===== config.mk =====
export PLATFORM = sky130hd
export DESIGN_NAME = line_window_buffer
export DESIGN_NICKNAME = d
export VERILOG_FILES = /design/src/rtl/line_window_buffer.sv
export SDC_FILE = /design/constraint.sdc
export NUM_CORES = 2
export LEC_CHECK = 0
export BUFFER_PORTS_ARGS = -buffer_cell sky130_fd_sc_hd__buf_2
export CAP_MARGIN = 15
export CORE_MARGIN = 5
export CORE_UTILIZATION = 62
export DETAILED_ROUTE_END_ITERATION = 10
export MAX_ROUTING_LAYER = met4
export PLACE_DENSITY_LB_ADDON = 0.2
export SKIP_LAST_GASP = 1
export SYNTH_ARGS = -nofsm -noshare
export SYNTH_HDL_FRONTEND = slang
export SYNTH_SLANG_ARGS = --single-unit

===== constraint.sdc =====
create_clock -name clk -period 7.1 [get_ports clk]
set_input_delay 1.42 -clock clk [delete_from_list [all_inputs] [get_ports clk]]
set_output_delay 1.42 -clock clk [all_outputs]
set_load 0.05 [all_outputs]

===== src/rtl/line_window_buffer.sv =====
// F-row sliding line buffer: collects raster pixels into a ring of F+1 full-width
// row slots and presents F vertically adjacent rows, with optional zero row padding.
module line_window_buffer #(
    parameter int DATA_BITS = 8,
    parameter int D         = 1,
    parameter int H         = 24,
    parameter int W         = 24,
    parameter int F         = 3,
    parameter int PAD       = 0
) (
    input  logic                           clk,
    input  logic                           reset,
    input  logic                           valid_i,
    output logic                           ready_o,
    input  logic [D*DATA_BITS-1:0]         data_i,
    output logic                           valid_o,
    output logic [F*W*D*DATA_BITS-1:0]     rows_o,
    output logic [$clog2(H+2)-1:0]         win_row_o,
    input  logic                           done_i,
    output logic                           frame_done_o
);
    localparam int P        = (PAD != 0) ? (F - 1) / 2 : 0;
    localparam int NR       = F + 1;
    localparam int PIX_BITS = D * DATA_BITS;
    localparam int ROW_BITS = W * PIX_BITS;
    localparam int SW       = $clog2(NR);
    localparam int AW       = $clog2(NR + 1);
    localparam int CW       = (W > 1) ? $clog2(W) : 1;
    localparam int RW       = $clog2(H + 1);
    localparam int WRW      = $clog2(H + 2);

    localparam logic [CW-1:0]  COL_LAST   = CW'(W - 1);
    localparam logic [RW-1:0]  ROW_LAST   = RW'(H - 1);
    localparam logic [AW-1:0]  AVAIL_FULL = AW'(NR);
    localparam logic [AW-1:0]  AVAIL_WIN  = AW'(F);
    localparam logic [AW-1:0]  AVAIL_INIT = AW'(P);
    localparam logic [AW-1:0]  PAD_LAST   = AW'((P > 0) ? P - 1 : 0);
    localparam logic [SW-1:0]  SLOT_INIT  = SW'(P);
    localparam logic [WRW-1:0] WIN_LAST   = WRW'(H + 2 * P - F);

    typedef enum logic [1:0] {FILL, FLUSH, DRAIN} state_t;

    state_t                     state_q, state_d;
    logic [NR-1:0][ROW_BITS-1:0] mem_q, mem_d;
    logic [SW-1:0]              head_q, head_d;
    logic [SW-1:0]              wr_q, wr_d;
    logic [CW-1:0]              col_q, col_d;
    logic [RW-1:0]              in_row_q, in_row_d;
    logic [AW-1:0]              avail_q, avail_d;
    logic [AW-1:0]              pad_q, pad_d;
    logic [WRW-1:0]             win_q, win_d;
    logic                       fdone_q, fdone_d;
    logic                       row_in;
    logic                       rel;

    function automatic logic [SW-1:0] slot_of(input logic [SW-1:0] base, input int off);
        int s;
        s = int'(base) + off;
        if (s >= NR) s = s - NR;
        return SW'(s);
    endfunction

    // Handshakes: an input beat moves when valid_i && ready_o at a rising edge; a window
    // is released when valid_o && done_i at a rising edge. ready_o/valid_o come from
    // registered state only, so neither valid_i nor done_i reaches any output combinationally.
    assign ready_o      = (state_q == FILL) && (avail_q < AVAIL_FULL);
    assign valid_o      = (avail_q >= AVAIL_WIN);
    assign win_row_o    = win_q;
    assign frame_done_o = fdone_q;

    always_comb begin
        rows_o = '0;
        for (int i = 0; i < F; i++) begin
            rows_o[i*ROW_BITS +: ROW_BITS] = mem_q[slot_of(head_q, i)];
        end
    end

    always_comb begin
        state_d  = state_q;
        mem_d    = mem_q;
        head_d   = head_q;
        wr_d     = wr_q;
        col_d    = col_q;
        in_row_d = in_row_q;
        avail_d  = avail_q;
        pad_d    = pad_q;
        win_d    = win_q;
        fdone_d  = 1'b0;
        row_in   = 1'b0;
        rel      = valid_o && done_i;

        case (state_q)
            FILL: begin
                if (valid_i && ready_o) begin
                    mem_d[wr_q][col_q*PIX_BITS +: PIX_BITS] = data_i;
                    if (col_q == COL_LAST) begin
                        col_d    = '0;
                        in_row_d = in_row_q + 1'b1;
                        row_in   = 1'b1;
                        if (in_row_q == ROW_LAST) state_d = (P > 0) ? FLUSH : DRAIN;
                    end else begin
                        col_d = col_q + 1'b1;
                    end
                end
            end
            FLUSH: begin
                if (avail_q < AVAIL_FULL) begin
                    mem_d[wr_q] = '0;
                    row_in      = 1'b1;
                    pad_d       = pad_q + 1'b1;
                    if (pad_q == PAD_LAST) state_d = DRAIN;
                end
            end
            DRAIN: begin
            end
            default: state_d = FILL;
        endcase

        if (row_in) wr_d = slot_of(wr_q, 1);
        if (rel) begin
            head_d = slot_of(head_q, 1);
            win_d  = win_q + 1'b1;
        end
        case ({row_in, rel})
            2'b10:   avail_d = avail_q + 1'b1;
            2'b01:   avail_d = avail_q - 1'b1;
            default: avail_d = avail_q;
        endcase

        // Releasing the last window rewinds to frame-start state; the top pad slots are zero.
        if (rel && (win_q == WIN_LAST)) begin
            fdone_d  = 1'b1;
            state_d  = FILL;
            mem_d    = '0;
            head_d   = '0;
            wr_d     = SLOT_INIT;
            col_d    = '0;
            in_row_d = '0;
            avail_d  = AVAIL_INIT;
            pad_d    = '0;
            win_d    = '0;
        end
    end

    always_ff @(posedge clk) begin
        if (reset) begin
            state_q  <= FILL;
            mem_q    <= '0;
            head_q   <= '0;
            wr_q     <= SLOT_INIT;
            col_q    <= '0;
            in_row_q <= '0;
            avail_q  <= AVAIL_INIT;
            pad_q    <= '0;
            win_q    <= '0;
            fdone_q  <= 1'b0;
        end else begin
            state_q  <= state_d;
            mem_q    <= mem_d;
            head_q   <= head_d;
            wr_q     <= wr_d;
            col_q    <= col_d;
            in_row_q <= in_row_d;
            avail_q  <= avail_d;
            pad_q    <= pad_d;
            win_q    <= win_d;
            fdone_q  <= fdone_d;
        end
    end
endmodule

# Yosys cells after proc, flatten, opt, wreduce, memory -nomap -nowiden
# Index checks and enable logic that the tools add are counted.
[totals] register_bits=796 latch_bits=0 ramBits=0 rom_bits=0 in_bits=12 out_inout_bits=584 word_cells=101 memories=0
[op_classes] add_sub_neg=14 n_mul=0 div_mod_pow=0 n_lt_le_gt_ge=11 eq_ne=12 shift=2 n_mux=31 bitwise_logic=3 n_reduce_logical=15
[op_table] cell="768-bit two-way mux" count=2
[op_table] cell="768-bit one-hot mux with 2 select lines" count=1
[op_table] cell="192-bit binary-select mux with 2-bit select" count=3
[op_table] cell="192-bit two-way mux" count=5
[op_table] cell="768-bit AND" count=1
[op_table] cell="768-bit bitwise mux" count=1
[op_table] cell="192-bit demux with 2-bit select" count=2
[op_table] cell="768-bit inverter" count=1
[op_table] cell="8-bit by 34-bit variable shift with 192-bit output, first input constant" count=1
[op_table] cell="8-bit by 34-bit indexed part select with 192-bit output" count=1
[op_table] cell="8-bit negator with 34-bit output" count=1
[op_table] cell="2-bit two-way mux" count=9
[op_table] cell="5-bit by 1-bit adder with 5-bit output, second input constant" count=3
[op_table] cell="5-bit equality test, second input constant" count=3
[op_table] cell="2-bit by 3-bit less-than comparator with 1-bit output, second input constant" count=4
[op_table] cell="3-bit >= comparator, second input constant" count=3
[op_table] cell="2-bit by 1-bit subtractor with 2-bit output, second input constant" count=4
[op_table] cell="2-bit by 1-bit adder with 3-bit output, second input constant" count=2
[op_table] cell="3-bit by 1-bit adder with 3-bit output, second input constant" count=2
[op_table] cell="2-bit by 1-bit != test with 1-bit output, second input constant" count=3
[op_table] cell="2-bit one-hot mux with 3 select lines" count=1
[op_table] cell="3-bit one-hot mux with 2 select lines" count=1
[op_table] cell="3-bit AND reduction" count=2
[op_table] cell="6-bit AND reduction" count=1
[op_table] cell="other kinds (19)" count=31

# Longest topological paths before layout
[depth] word_depth=8 mapped_depth=13 mapped_depth_nobuf=11

# Worst setup path after synthesis
# Ideal clock, no wire load.
[synth_timing] path_type="register to output" startpoint="register head_q[0]" endpoint="output port rows_o[558]" t_arrival_ns=2.137 slack_ns=3.543 stages_incl_launch_ff=5 path_buffers=3 cell_sequence="dfxtp_1 > clkbuf_1 > buf_2 > buf_1 > mux4_2"
[synth_via] elab_chain_len=5 word_cells_on_any_way=6
[synth_rtl] element="start: declaration" line_no="45" text="logic [SW-1:0] head_q, head_d;"
[synth_rtl] element="start signal: assignment" line_no="149" text="head_q <= '0;"
[synth_rtl] element="start signal: assignment" line_no="160" text="head_q <= head_d;"
[synth_rtl] element="2-bit by 2-bit adder with 3-bit output *" line_no="58" text="s = int'(base) + off;"
[synth_rtl] element="3-bit >= comparator / 2-bit by 1-bit subtractor with 2-bit output (equally long branches)" line_no="59" text="if (s >= NR) s = s - NR;"
[synth_rtl] element="2-bit two-way mux *" line_no="59"
[synth_rtl] element="192-bit binary-select mux with 2-bit select *" line_no="74" text="rows_o[i*ROW_BITS +: ROW_BITS] = mem_q[slot_of(head_q, i)];"
[synth_rtl] element="192-bit two-way mux (not written as such) *" line_no="74"
[synth_rtl] element="end: declaration" line_no="17" text="output logic [F*W*D*DATA_BITS-1:0] rows_o,"
# Mark *: on every way between the ends. The rest lies on a longest branch, timed or not. The select of a mux whose other input is x is not followed.

# Worst setup path in the final report
[layout_timing] startpoint="register head_q[1]" endpoint="output port rows_o[114]"
[layout_via] elab_chain_len=4 word_cells_on_any_way=5
[layout_rtl] element="2-bit by 3-bit >= comparator with 1-bit output / 2-bit by 1-bit subtractor with 2-bit output (equally long branches)" line_no="59"
[layout_rtl] element="2-bit two-way mux *" line_no="59"
[layout_rtl] element="192-bit binary-select mux with 2-bit select *" line_no="74"
[layout_rtl] element="192-bit two-way mux (not written as such) *" line_no="74"
# Marked as above.

==> qor.csv <==
metric,value,unit
outcome,finished clean,
worst_ep_arrival_time,3.30,ns
ys.flop_type,dfxtp_1,
placed_area,44000,um2
min_period,4.72,ns
first_global_vias,31300,
final_cells,4786,
cp_data_required_time,5.68,ns
setup_slack,2.38,ns
finalWeightedCongestion,0.906,
port_buffers,595,
ctsHoldBuffers,0,
cts-buffers-inserted,83,
crit_fanout,59,
place_ws,2.55,ns
async_flop_share,0,%
rsz0062_at_grt,false,
clockRootBuffer,clkbuf_16,
postRouteWirelength,126,mm
vias,33400,
cts_setup_buffers,0,
maxSlewHeadroom,15.3,%
fin_worst_skew,0.0231,ns
grt.overflow.total,0,
crit_chain,"buf_4, mux4_2, buf_2",
wire_per_inst,26.4,um
cts_tree,yes,
clock_latency,0.64,ns
syn_to_final_growth,14.8,%
die_x,267,um
antenna_found_initial,2,
intPower,0.00712,W
path_clk_slew,0.06,ns
route.detailed.vias_per_inst,6.98,
tns,0,ns
htreeDepth,3,
synth-seq-area-share,38.8,%
end_kind,output pin,
setup_violations,0,
hpwlAfterDp,88.3,mm
max_stage_delay,0.98,ns
synth_edf_count,0,
r2r_end,mem_q[204],
power_leakage,17.3,nW
critPathLaunchType,flop,
hold_violations,0,
io_pins,596,
first_iter_violations,3832,
grt_max_degree,178,
path_buf_inv,2,
synth.net_count,3503,
synth.ff_latch_count,792,
rows,94,
ys_types,60,
fin_area,46900,um2
post_cts_resized,0,
die_y,267,um
drc,0,
min_path_cells,2,
core,65500,um2
avgSynthCellArea,11.7,um2
dieArea,71100,um2
worstHoldPathType,reg2reg,
synth_area,40800,um2
synth_warnings,0,
finalNetCount,3878,
clock-sinks,792,
fmax,0.212,GHz
drive_gt1_share,35.8,%
start_util,62.3,%
critical_path_class,reg2out,
cp_slowest_cell,dfxtp_4,
switchingPower,0.00207,W
reg2regPathDepth,10,
swShare,22.5,%
min_period_over_period,66.4,%
peakVddDrop,156,uV
dr.pass1.iters,6,
dp.cells,4631,
r2r_slack,2.65,ns
drv_cap,0,
slew_viol_final,0,
share_comb_of_total_power,2.9,%
grt_pass1_wl,192,mm
tightest_slew,1.27,ns
p_per_area,196,nW/um2
clkPwrFrac,48.7,%
synthCells,3479,
regToRegStartpoint,col_q[0],
crit_family,buffers and inverters,
min-delay-start,mem_q[756],
seqPwrFrac,48.4,%
min_to,mem_q[756],
ant_nets,0,
clock_path_buffers,3,
design_power_total,0.00920,W
grtUsageTotal,35.5,%
## cell usage after synthesis (29+ instances only)
library cell	count	area, um2
dfxtp_1	792	15900
mux4_2	576	13000
nand3_1	477	2390
o21ai_0	378	1890
a22o_1	192	1680
nor2_1	191	717
clkbuf_1	187	702
nand2_1	112	420
mux2i_1	106	1060
buf_1	102	383
o31ai_1	64	480
buf_2	50	250
nand4_1	42	263
a21oi_1	29	145
## per-stage QoR
stage,hold WS (ns),util (%)
floorplan,0.448,-
global placement,0.461,67.2
detailed placement,0.473,67.2
CTS,0.482,71.4
global route,0.506,71.5
finish,0.486,71.5
## cells by family after synthesis
group | synth area share [%]
adders and majority gates | 0.386
buffers and inverters | 3.45
muxes | 34.4
xor gates and xnor gates | 0.365
and+or+nand+nor | 11.7
DFF | 38.8
AOI/OAI and AO/OA | 10.9
## cell type report
cell class | count | area (um2)
sequential | 792 | 15900
multi-input combinational | 2334 | 23600
inverter | 10 | 37.5
tap | 864 | 1080
fill | 4635 | 18600
clock inverter | 33 | 385
timing repair buffer | 633 | 3440
clock buffer | 119 | 2410
antenna | 1 | 2.50
## metal layers
| layer | GRT usage [%] | vias to the layer above | part of all wire [%] |
|---|---|---|---|
| met1 | 46.7 | 16900 | 37 |
| met3 | 8.94 | 274 | 11 |
| li1 | - | 14500 | - |
| met2 | 54.6 | 1696 | 47 |
| met5 | - | - | 0 |
| met4 | 12.3 | 0 | 4.2 |
## cell usage in the layout (no fill, tap or decap), types with 7 or more instances in the layout
cell type and count:
nand2b_1 10, nor2_1 190, clkbuf_16 85, nand2_1 112, nor3b_2 9, a21oi_1 29, o21ai_0 378, o21ai_1 8
bufinv_16 7, o31ai_1 64, dfxtp_1 790, mux2i_1 105, xor2_1 11, clkbuf_8 16, ha_1 11, clkbuf_1 18
nor2b_1 11, mux4_2 576, and3_1 8, buf_4 25, clkinv_2 18, buf_2 595, nor3_1 11, a22o_1 192
inv_1 10, nor2_2 10, nand3_1 477, buf_12 11, nand4_1 42
## power by group through the flow
stage,Clock [W],Combinational (W),Sequential [W]
after global routing,0.00470,0.000280,0.00445
after detailed placement,0,0.000256,0.00455
final,0.00448,0.000268,0.00445
after floorplan,0,0.000175,0.00455
after global placement,0,0.000255,0.00455
after CTS,0.00450,0.000258,0.00445
## how the worst max path moves through the flow
stage	from	endpoint	slack, ns	depth (start not counted)
6_report	head_q[1]	rows_o[114]	2.38	3
3_5_place_dp	done_i	mem_q[615]	2.55	5
2_1_floorplan	head_q[0]	rows_o[558]	3.54	4
5_1_grt	head_q[1]	rows_o[114]	2.18	3
3_3_place_gp	done_i	mem_q[33]	2.65	5
4_1_cts	head_q[1]	rows_o[114]	2.33	3
## worst min-delay path, delay by kind of cell, from the launching register on
family	cells	cell delay, ns
flops	1	0.33
simple gates	1	0.06
compound gates	1	0.05
## registers in the layout, indices dropped and copies added, names as in the netlist
register and flops:
avail_q 3, col_q 5, frame_done_o 1, head_q 2, in_row_q 5, mem_q 768
state_q 1, win_row_o 5, wr_q 2
Note: power is estimated with default switching activity, not from simulation.
